$ cat src/rtl/neuron_mac.sv
// Weighted sum of N_INPUTS (x,w) pairs plus bias, rounded and saturated to signed Q2.5 for the sigmoid stage.
// Latency: start accepted in cycle 0, back-to-back beats in cycles 1..N_INPUTS, out_valid pulses in cycle N_INPUTS+2.
// Backpressure: in_ready is high only while accumulating; stalls (in_valid low) simply hold the partial sum.
module neuron_mac #(
    parameter int N_INPUTS = 4,
    parameter int ACC_W    = 20
) (
    input  logic       clk,
    input  logic       reset,
    input  logic       start,
    input  logic [7:0] bias,
    input  logic       in_valid,
    output logic       in_ready,
    input  logic [7:0] x,
    input  logic [7:0] w,
    output logic       busy,
    output logic       out_valid,
    output logic [7:0] out
);

    localparam int CNT_W = $clog2(N_INPUTS + 1);
    localparam logic [CNT_W-1:0] LAST = CNT_W'(N_INPUTS - 1);
    localparam logic signed [ACC_W:0] SAT_HI = (ACC_W+1)'(127);
    localparam logic signed [ACC_W:0] SAT_LO = -(ACC_W+1)'(127);

    typedef enum logic [1:0] {
        IDLE,
        ACCUM,
        ROUND,
        DONE
    } state_t;

    state_t state, state_nx;

    logic signed [ACC_W-1:0] acc;
    logic [CNT_W-1:0]        count;
    logic [7:0]              out_r;

    logic signed [15:0]      prod;
    logic signed [ACC_W-1:0] prod_ext;
    logic signed [ACC_W-1:0] bias_ext;
    logic signed [ACC_W:0]   rnd_sum;
    logic signed [ACC_W:0]   rnd;
    logic [7:0]              sat;

    assign prod     = $signed(x) * $signed(w);
    assign prod_ext = {{(ACC_W-16){prod[15]}}, prod};
    assign bias_ext = {{(ACC_W-13){bias[7]}}, bias, 5'b0};

    // One guard bit so the +16 rounding offset can never wrap the accumulator.
    assign rnd_sum = {acc[ACC_W-1], acc} + (ACC_W+1)'(16);
    assign rnd     = rnd_sum >>> 5;

    always_comb begin
        sat = rnd[7:0];
        if (rnd > SAT_HI) begin
            sat = 8'h7F;
        end else if (rnd < SAT_LO) begin
            sat = 8'h81;
        end
    end

    always_comb begin
        state_nx  = state;
        in_ready  = 1'b0;
        busy      = 1'b1;
        out_valid = 1'b0;
        case (state)
            IDLE: begin
                busy = 1'b0;
                if (start) begin
                    state_nx = ACCUM;
                end
            end
            ACCUM: begin
                in_ready = 1'b1;
                if (in_valid && count == LAST) begin
                    state_nx = ROUND;
                end
            end
            ROUND: begin
                state_nx = DONE;
            end
            DONE: begin
                out_valid = 1'b1;
                state_nx  = IDLE;
            end
            default: begin
                state_nx = IDLE;
            end
        endcase
    end

    always_ff @(posedge clk) begin
        if (reset) begin
            state <= IDLE;
        end else begin
            state <= state_nx;
        end
    end

    always_ff @(posedge clk) begin
        if (reset) begin
            acc   <= '0;
            count <= '0;
            out_r <= 8'h00;
        end else begin
            case (state)
                IDLE: begin
                    if (start) begin
                        acc   <= bias_ext;
                        count <= '0;
                    end
                end
                ACCUM: begin
                    if (in_valid) begin
                        acc   <= acc + prod_ext;
                        count <= count + CNT_W'(1);
                    end
                end
                ROUND: begin
                    out_r <= sat;
                end
                default: begin
                end
            endcase
        end
    end

    assign out = out_r;

endmodule

$ cat config.mk
export PLATFORM = sky130hd
export DESIGN_NAME = neuron_mac
export DESIGN_NICKNAME = d
export VERILOG_FILES = /design/src/rtl/neuron_mac.sv
export SDC_FILE = /design/constraint.sdc
export NUM_CORES = 1
export LEC_CHECK = 0
export CAP_MARGIN = 40
export CORE_UTILIZATION = 62
export DETAILED_ROUTE_END_ITERATION = 6
export PLACE_DENSITY = 0.83
export SETUP_SLACK_MARGIN = 0.05
export SLEW_MARGIN = 20
export SYNTH_ARGS = -nofsm -noshare
export SYNTH_HDL_FRONTEND = slang
export SYNTH_SLANG_ARGS = --single-unit
$ cat constraint.sdc
create_clock -name clk -period 7.7 [get_ports clk]
set_input_delay 1.155 -clock clk [delete_from_list [all_inputs] [get_ports clk]]
set_output_delay 1.155 -clock clk [all_outputs]
set_load 0.01 [all_outputs]
# == Word-level counts from Yosys, hierarchy flattened ==
# Index checks and enable logic that the tools add are counted.
# word_totals
ff_bits,33
inputBits,28
out_inout_bits,11
word_cells,36
# op_classes
n_addsub,3
mul,1
n_lt_le_gt_ge,2
eq_ne,7
mux,14
reduce_logical,5
# ops
op,n
20-bit 2-to-1 mux,2
20-bit case mux with 2 select lines,1
20-bit by 6-bit adder with 21-bit output (second input constant),1
20-bit by 16-bit adder with 20-bit output,1
16-bit by 8-bit > comparator with 1-bit output (second input constant),1
16-bit by 8-bit less-than comparator with 1-bit output (second input constant),1
8-bit by 8-bit multiplier with 16-bit output,1
8-bit 2-to-1 mux,2
2-bit case mux with 4 select lines,1
3-bit 2-to-1 mux,2
2-bit != test (second input constant),3
3-bit case mux with 2 select lines,1
2-bit equality test (second input constant),2
2-bit 2-to-1 mux,2
3-bit by 1-bit adder with 3-bit output (second input constant),1
3-bit by 2-bit equality test with 1-bit output (second input constant),1
1-bit 2-to-1 mux,3
3-bit AND reduction,1
2-bit by 1-bit equality test with 1-bit output (second input constant),1
2-bit logical NOT,1
2-bit AND reduction,1
2-bit nonzero test,1
1-bit logical AND,1

# == Logic depth before layout (Yosys ltp) ==
# Gate-level depths: netlist (run 1).
# depth
ltp_word,4
depth_mapped,18
mapped_depth_nobuf,18

# == Worst setup path before layout (run 1) ==
# Ideal clock, no wire load.
# synth_path
path_type,input -> register
from,input port w[1]
to,register acc[17]
setup_ns,0.062
arrival_ns,5.881
required_ns,7.638
path_slack_ns,1.758
path_stages,14
n_path_buf,1
path_cell_list,clkbuf_1 -> and2_1 -> fa_1 -> fa_1 -> fa_1 -> fa_1 -> ha_1 -> ha_1 -> and4_1 -> a32o_1 -> a21oi_1 -> a21oi_1 -> or4_1 -> nand3_1
# synth_between
elab_chain_len,4
# synth_lines
element,line,rtl
"start, declared",15,"input logic [7:0] w,"
8-bit by 8-bit multiplier with 16-bit output,46,assign prod = $signed(x) * $signed(w);
20-bit by 16-bit adder with 20-bit output,117,acc <= acc + prod_ext;
20-bit 2-to-1 mux,116,if (in_valid) begin
20-bit case mux with 2 select lines,108,case (state)
"end signal, assigned",111,acc <= bias_ext;
"end signal, assigned",117,
"end, declared",35,logic signed [ACC_W-1:0] acc;
# No other way between the ends. The select of a mux whose other input is x is not followed.
# A chain may end at the register's enable or synchronous reset.

# == Final worst setup path (run 1) ==
# layout_path
from,input port w[0]
to,register acc[16]
# Same word-level chain as after synthesis.

==> flow_summary.yaml, run 1 <==
run_status:
  status: "finished clean"
route:
  wl_per_cell_um: 16.4
  drt-total-wl_um: 12600
  viasPerCell: 5.79
  drc: 0
  ant_nets: 0
  num_vias: 4460
  firstDrtPassIters: 4
  drt-initial-drc-count: 295
placed_design:
  place_area_um2: 6080
  hpwl_um: 10300
  portBuffers: 38
  place_congestion: 0.879
global_route:
  grt_pass1_wl_um: 22300
  grt_max_degree: 28
  overflow: 0
  grt_pass1_vias: 4862
  antenna_found_initial: 0
  grt_usage_pct: 29.0
finish:
  regArea_um2: 661
  area_growth_pct: 11.0
  n_antenna_cell: 0
  final_common_cell: "inv_1"
  fin_area_um2: 6210
  fin_nets: 831
  fill_cells: 655
  post-route-util_pct: 71.2
  drive_above_1_share_pct: 4.23
  final_cell_mix: "inv_1, fa_1, nand2_1"
  multi_input_area_um2: 4460
die:
  core_area_um2: 8720
  initial_core_util_pct: 64.2
  row_count: 34
  ios: 39
  dieArea_um2: 9410
  chipHeight_um: 97.0
  fp.dieW_um: 97.0
critical_path:
  cp.arrival_ps: 6930
  cp.required_ps: 7900
  crit_start: "w[0]"
  crit_path_end_kind: "flop"
  r2r_end: "acc[16]"
  path_max_fanout: 13
  reg2regPathDepth: 17
  cpMostUsedCell: "fa_1"
  slowest_delay_ps: 650
  rr_startpoint: "acc[4]"
  critical_path_class: "in -> reg"
  crit_slowest_cell: "clkdlybuf4s50_1"
  path_cells: "clkdlybuf4s50_1 -> and2_1 -> inv_1 -> fa_1 -> inv_1 -> fa_1 -> fa_1 -> fa_1 -> fa_1 -> ha_1 -> a211oi_1 -> o21ai_0 -> a31oi_1 -> o21bai_1 -> xor2_1 -> a211o_1"
  r2r_setup_slack_ps: 2450
  start_kind: "primary input"
  crit_end: "acc[16]"
cts:
  cts_setup_buffers: 0
  numClockSinks: 33
  cts_buffers: 5
  clkTransAtPathRegs_ps: 90
  cts.repair.resized: 0
  htree_levels: 2
  cts_buffer_depth: 2
  clkLatencyLatePin_ps: 300
  hold_buffers: 0
  ctsRootBufferMaster: "clkbuf_8"
  cts_tree: "built"
timing:
  fin_setup_tns_ps: 0
  hold_violations: 0
  fin_crit_sh_pct: 87.4
  rsz0062_at_grt: "false"
  slew_viol_final: 0
  slew_headroom_pct: 53.9
  holdWs_ps: 471
  worst_clock_skew_ps: 8.47
  setup_viol: 0
  clock.fmax_ghz: 0.149
  tightestPinTransition_ps: 692
  period_minus_slack_ps: 6730
synthesis:
  synth_edf_count: 0
  syn_area_per_cell_um2: 8.90
  synth_cells: 629
  ys_seq_area_share_pct: 11.8
  synth_flop_cell: "dfxtp_1"
  synth_cell_types: 68
  async_flop_share_pct: 0
  synth.yosys.warnings: 0
  synth.ff_latch_count: 33
  syn-num-nets: 799
  synthesis.area_um2: 5600
power_and_ir_drop:
  ir_worst_vdd_mv: 0.247
  leakagePower_uw: 0.00284
  power.density_nw_per_um2: 492
  finalPower_uw: 3060
job:
  maxCapViolCount: 0
worst_hold_path:
  worstHoldPathType: "reg -> reg"
## synth_stat cells, types with 8 or more instances
cell,number,area [µm²]
inv_1,107,402
fa_1,88,1760
nand2_1,59,221
ha_1,54,676
nor2_1,41,154
and2_1,35,219
dfxtp_1,33,661
a21oi_1,28,140
xnor2_1,22,193
o21ai_0,16,80.1
nand3_1,15,75.1
clkbuf_1,10,37.5
a211oi_1,9,67.6
nor3_1,9,45.0
mux2i_1,8,80.1
## cells by family (layout without fill, tap and decap cells)
group           Yosys count  count (layout)  share of synthesized area [%]
buf+inv                 125             158                           8.56
flops                    33              33                           11.8
compound gates           99              99                           12.3
xor+xnor                 29              29                           4.54
mux                       8               8                           1.43
fa+ha+maj               142             142                           43.5
simple gates            193             193                           17.8
## state kept, by name (all words and copies together) (netlist names)
signal  cells
out         8
state       2
acc        20
count       3
## power by group
part	switching, µW	internal (µW)
clock	76.6	97.0
combinational	1430	1130
sequential	97.1	230
total	1600	1450
## routing by layer
metal,wire length (µm),vias to the layer above,track usage [%]
met3,600,22,4.41
met1,5290,2186,37.6
li1,-,2116,-
met5,0,-,0
met4,189,0,7.81
met2,6510,136,50.7
## cell type report
class | count | share of cell area (%)
clock inverters | 3 | 0.745
flip-flops and latches | 33 | 10.6
multi-input cells | 471 | 71.8
clock buffers | 5 | 1.11
repair buffers | 42 | 7.05
well taps | 108 | 2.18
inverters | 108 | 6.53
## metrics by stage
stage / setup slack [ps] / cells
after floorplan: 1760 / 629
after global placement: 835 / 760
after detailed placement: 705 / 761
after CTS: 994 / 769
after global routing: 639 / 770
final: 967 / 770
## critical path: cells and delay by family
kind                       cells  cell delay (ps)
and+or+nand+nor                1              630
adders and majority gates      6             2770
AOI/OAI and AO/OA              5             1350
buffers and inverters          3              860
xor gates and xnor gates       1              160
## worst min path at each step
stage | start | endpoint | slack, ps | cells past startpoint
detailed placement | acc[2] | acc[2] | 460 | 2
global placement | count[1] | count[1] | 440 | 2
CTS | acc[2] | acc[2] | 470 | 2
global route | out[7] | out[7] | 500 | 2
finish | out[7] | out[7] | 470 | 2
floorplan | acc[1] | acc[1] | 430 | 2
Power figures use the tool's default switching activity.
==> run 2, diff against run 1 <==
--- a/config.mk
+++ b/config.mk
@@ -6,6 +6,7 @@
 export NUM_CORES = 1
 export LEC_CHECK = 0
 export CAP_MARGIN = 40
+export CORE_MARGIN = 1
 export CORE_UTILIZATION = 62
 export DETAILED_ROUTE_END_ITERATION = 6
 export PLACE_DENSITY = 0.83
==> results of run 2 <==
No change in the layout: final DEF, timing and power equal those of run 1.
==> run 3, diff against run 2 <==
--- a/config.mk
+++ b/config.mk
@@ -5,11 +5,12 @@
 export SDC_FILE = /design/constraint.sdc
 export NUM_CORES = 1
 export LEC_CHECK = 0
-export CAP_MARGIN = 40
+export ABC_AREA = 1
+export CAP_MARGIN = 20
 export CORE_MARGIN = 1
-export CORE_UTILIZATION = 62
+export CORE_UTILIZATION = 51
 export DETAILED_ROUTE_END_ITERATION = 6
-export PLACE_DENSITY = 0.83
+export PLACE_DENSITY = 0.71
 export SETUP_SLACK_MARGIN = 0.05
 export SLEW_MARGIN = 20
 export SYNTH_ARGS = -nofsm -noshare
==> flow_summary.yaml, run 3 <==
run_status:
  status: "finished with violations"
  failed_checks: "DRC"
worst_hold_path:
  worstHoldPathType: "reg -> reg"
  min_to: "count[0]"
  holdPathStages: 1
  hold_path_startpoint: "count[0]"
cts:
  ctsRootBufferMaster: "clkbuf_8"
  htree_levels: 2
  cts_buffers: 5
  cts_setup_buffers: 0
  clkLatencyLatePin_ps: 290
  clkTransAtPathRegs_ps: 70
  cts_buffer_depth: 2
  numClockSinks: 33
  cts.repair.resized: 0
  hold_buffers: 0
  cts_tree: "built"
placed_design:
  hpwl_um: 10900
  portBuffers: 38
  place_congestion: 0.925
synthesis:
  synth.yosys.warnings: 0
  synth_cell_types: 35
  synthXorXnorAreaFrac_pct: 1.87
  ys_seq_area_share_pct: 11.7
  netlist_top_cells_area: "fa_1, ha_1, dfxtp_1, inv_1, nand2_1"
  synth_edf_count: 0
  synth.most_common_cell: "inv_1"
  synth.top_cell.area_share_pct: 31.3
  synthesis.area_um2: 5630
  syn_area_per_cell_um2: 7.59
  yosys.area.top_type: "fa_1"
  syn-num-nets: 912
  synth.ff_latch_count: 33
  synth_flop_cell: "dfxtp_1"
  synth-simple-area-share_pct: 20.1
  synthTopCellsByCount: "inv_1, nand2_1, fa_1"
  async_flop_share_pct: 0
  synth_top_family_by_area: "adder cells"
  synth_cells: 742
  muxShareOfSynthArea_pct: 0
  synth-compound-area-share_pct: 10.1
  yosys.area_share.adder_pct: 43.3
timing:
  worst_clock_skew_ps: 8.45
  slew_viol_final: 0
  clock.fmax_ghz: 0.161
  period_minus_slack_ps: 6190
  tightestPinTransition_ps: 790
  hold_violations: 0
  setup_viol: 0
  fin_crit_sh_pct: 80.4
  fin_setup_tns_ps: 0
  rsz0062_at_grt: "false"
  slew_headroom_pct: 47.2
finish:
  area_growth_pct: 9.60
  n_antenna_cell: 0
  fin_nets: 933
  final_cell_mix: "inv_1, nand2_1, fa_1"
  top_register: "acc"
  drive_above_1_share_pct: 3.66
  largest_reg_flops: 20
  final_common_cell: "inv_1"
global_route:
  grt_max_degree: 20
  antenna_found_initial: 0
  grt_pass1_vias: 4984
  overflow: 0
  grt_pass1_wl_um: 22800
  grt_usage_pct: 24.9
die:
  dieArea_um2: 11500
  core_area_um2: 10800
  chipHeight_um: 107
  fp.dieW_um: 107
  row_count: 38
  initial_core_util_pct: 52.2
  ios: 39
critical_path:
  critical_path_class: "in -> reg"
  path_max_fanout: 9
  crit_path_end_kind: "flop"
  reg2regPathDepth: 18
  r2r_setup_slack_ps: 2950
  cp.arrival_ps: 6340
  rr_startpoint: "acc[6]"
  start_kind: "primary input"
  r2r_end: "acc[10]"
  cp.required_ps: 7850
route:
  wl_per_cell_um: 14.1
  ant_nets: 0
  drc: 2
  drt-initial-drc-count: 217
  viasPerCell: 5.14
  num_vias: 4643
  firstDrtPassIters: 7
  drt-total-wl_um: 12800
job:
  maxCapViolCount: 0
[run 3: cell count changes in the layout (fill, tap and decap cells not counted), sizes merged, moves of 12 or more]
cell / before / now
nand3: 17 / 35
inv: 107 / 167
and2: 35 / 0
nand2: 60 / 160
xnor2: 22 / 10
o21ai: 17 / 33
a21oi: 29 / 43
[run 3: metrics by stage]
step	hold WS [ps]	std cells	setup slack, ps	area (µm²)	utilization, %
6_report	474	904	1510	6170	57.2
5_1_grt	509	904	1180	6170	57.2
4_1_cts	470	904	1500	6170	57.2
3_5_place_dp	453	896	1240	6090	56.4
3_3_place_gp	449	896	1240	6090	56.4
2_1_floorplan	429	742	2180	5630	-
[run 3: cell type report]
| type | instances | area, µm² |
|---|---|---|
| Multi-Input combinational cell | 517 | 4240 |
| Clock inverter | 2 | 10.0 |
| Timing Repair Buffer | 38 | 380 |
| Clock buffer | 6 | 72.6 |
| Tap cell | 140 | 175 |
| Fill cell | 1007 | 4620 |
| Inverter | 168 | 631 |
| Sequential cell | 33 | 661 |
[run 3: per-layer routing]
metal,vias to the layer above,track usage (%),share of wire (%)
li1,2310,-,-
met1,2220,31.4,44
met2,96,45.7,51
met3,17,2.86,3.4
met4,0,4.60,1.4
met5,-,0,0
[run 3: worst max-delay path, cell delays in order]
cell and delay [ps]:
clkdlybuf4s50_1 460, clkinv_1 250, or2_2 390, fa_1 510, fa_1 560, inv_1 60
fa_1 530, fa_1 590, fa_1 430, ha_1 390, a21oi_1 220, nand2_1 160
nand3_1 100, nand2_1 80, xnor2_1 190, nand2_1 70, o211ai_1 110, a21oi_1 80
[run 3: how the worst max path moves through the flow]
stage	start	endpoint	slack [ps]	cells past startpoint
after detailed placement	w[7]	acc[10]	1240	18
after floorplan	w[7]	acc[13]	2180	17
after global routing	w[7]	acc[18]	1180	19
after global placement	w[7]	acc[10]	1240	18
final	w[7]	acc[10]	1510	18
after CTS	w[7]	acc[10]	1500	18
[run 3: logic make-up (layout without fill, tap and decap cells)]
group | Yosys count | in the layout
xor+xnor | 12 | 12
compound gates | 99 | 99
fa+ha+maj | 142 | 142
simple gates | 264 | 264
buf+inv | 192 | 214
flops | 33 | 33
Power of run 3 is not shown: default switching activity piles up to over one toggle a cycle in this logic, so the estimate is an artifact.
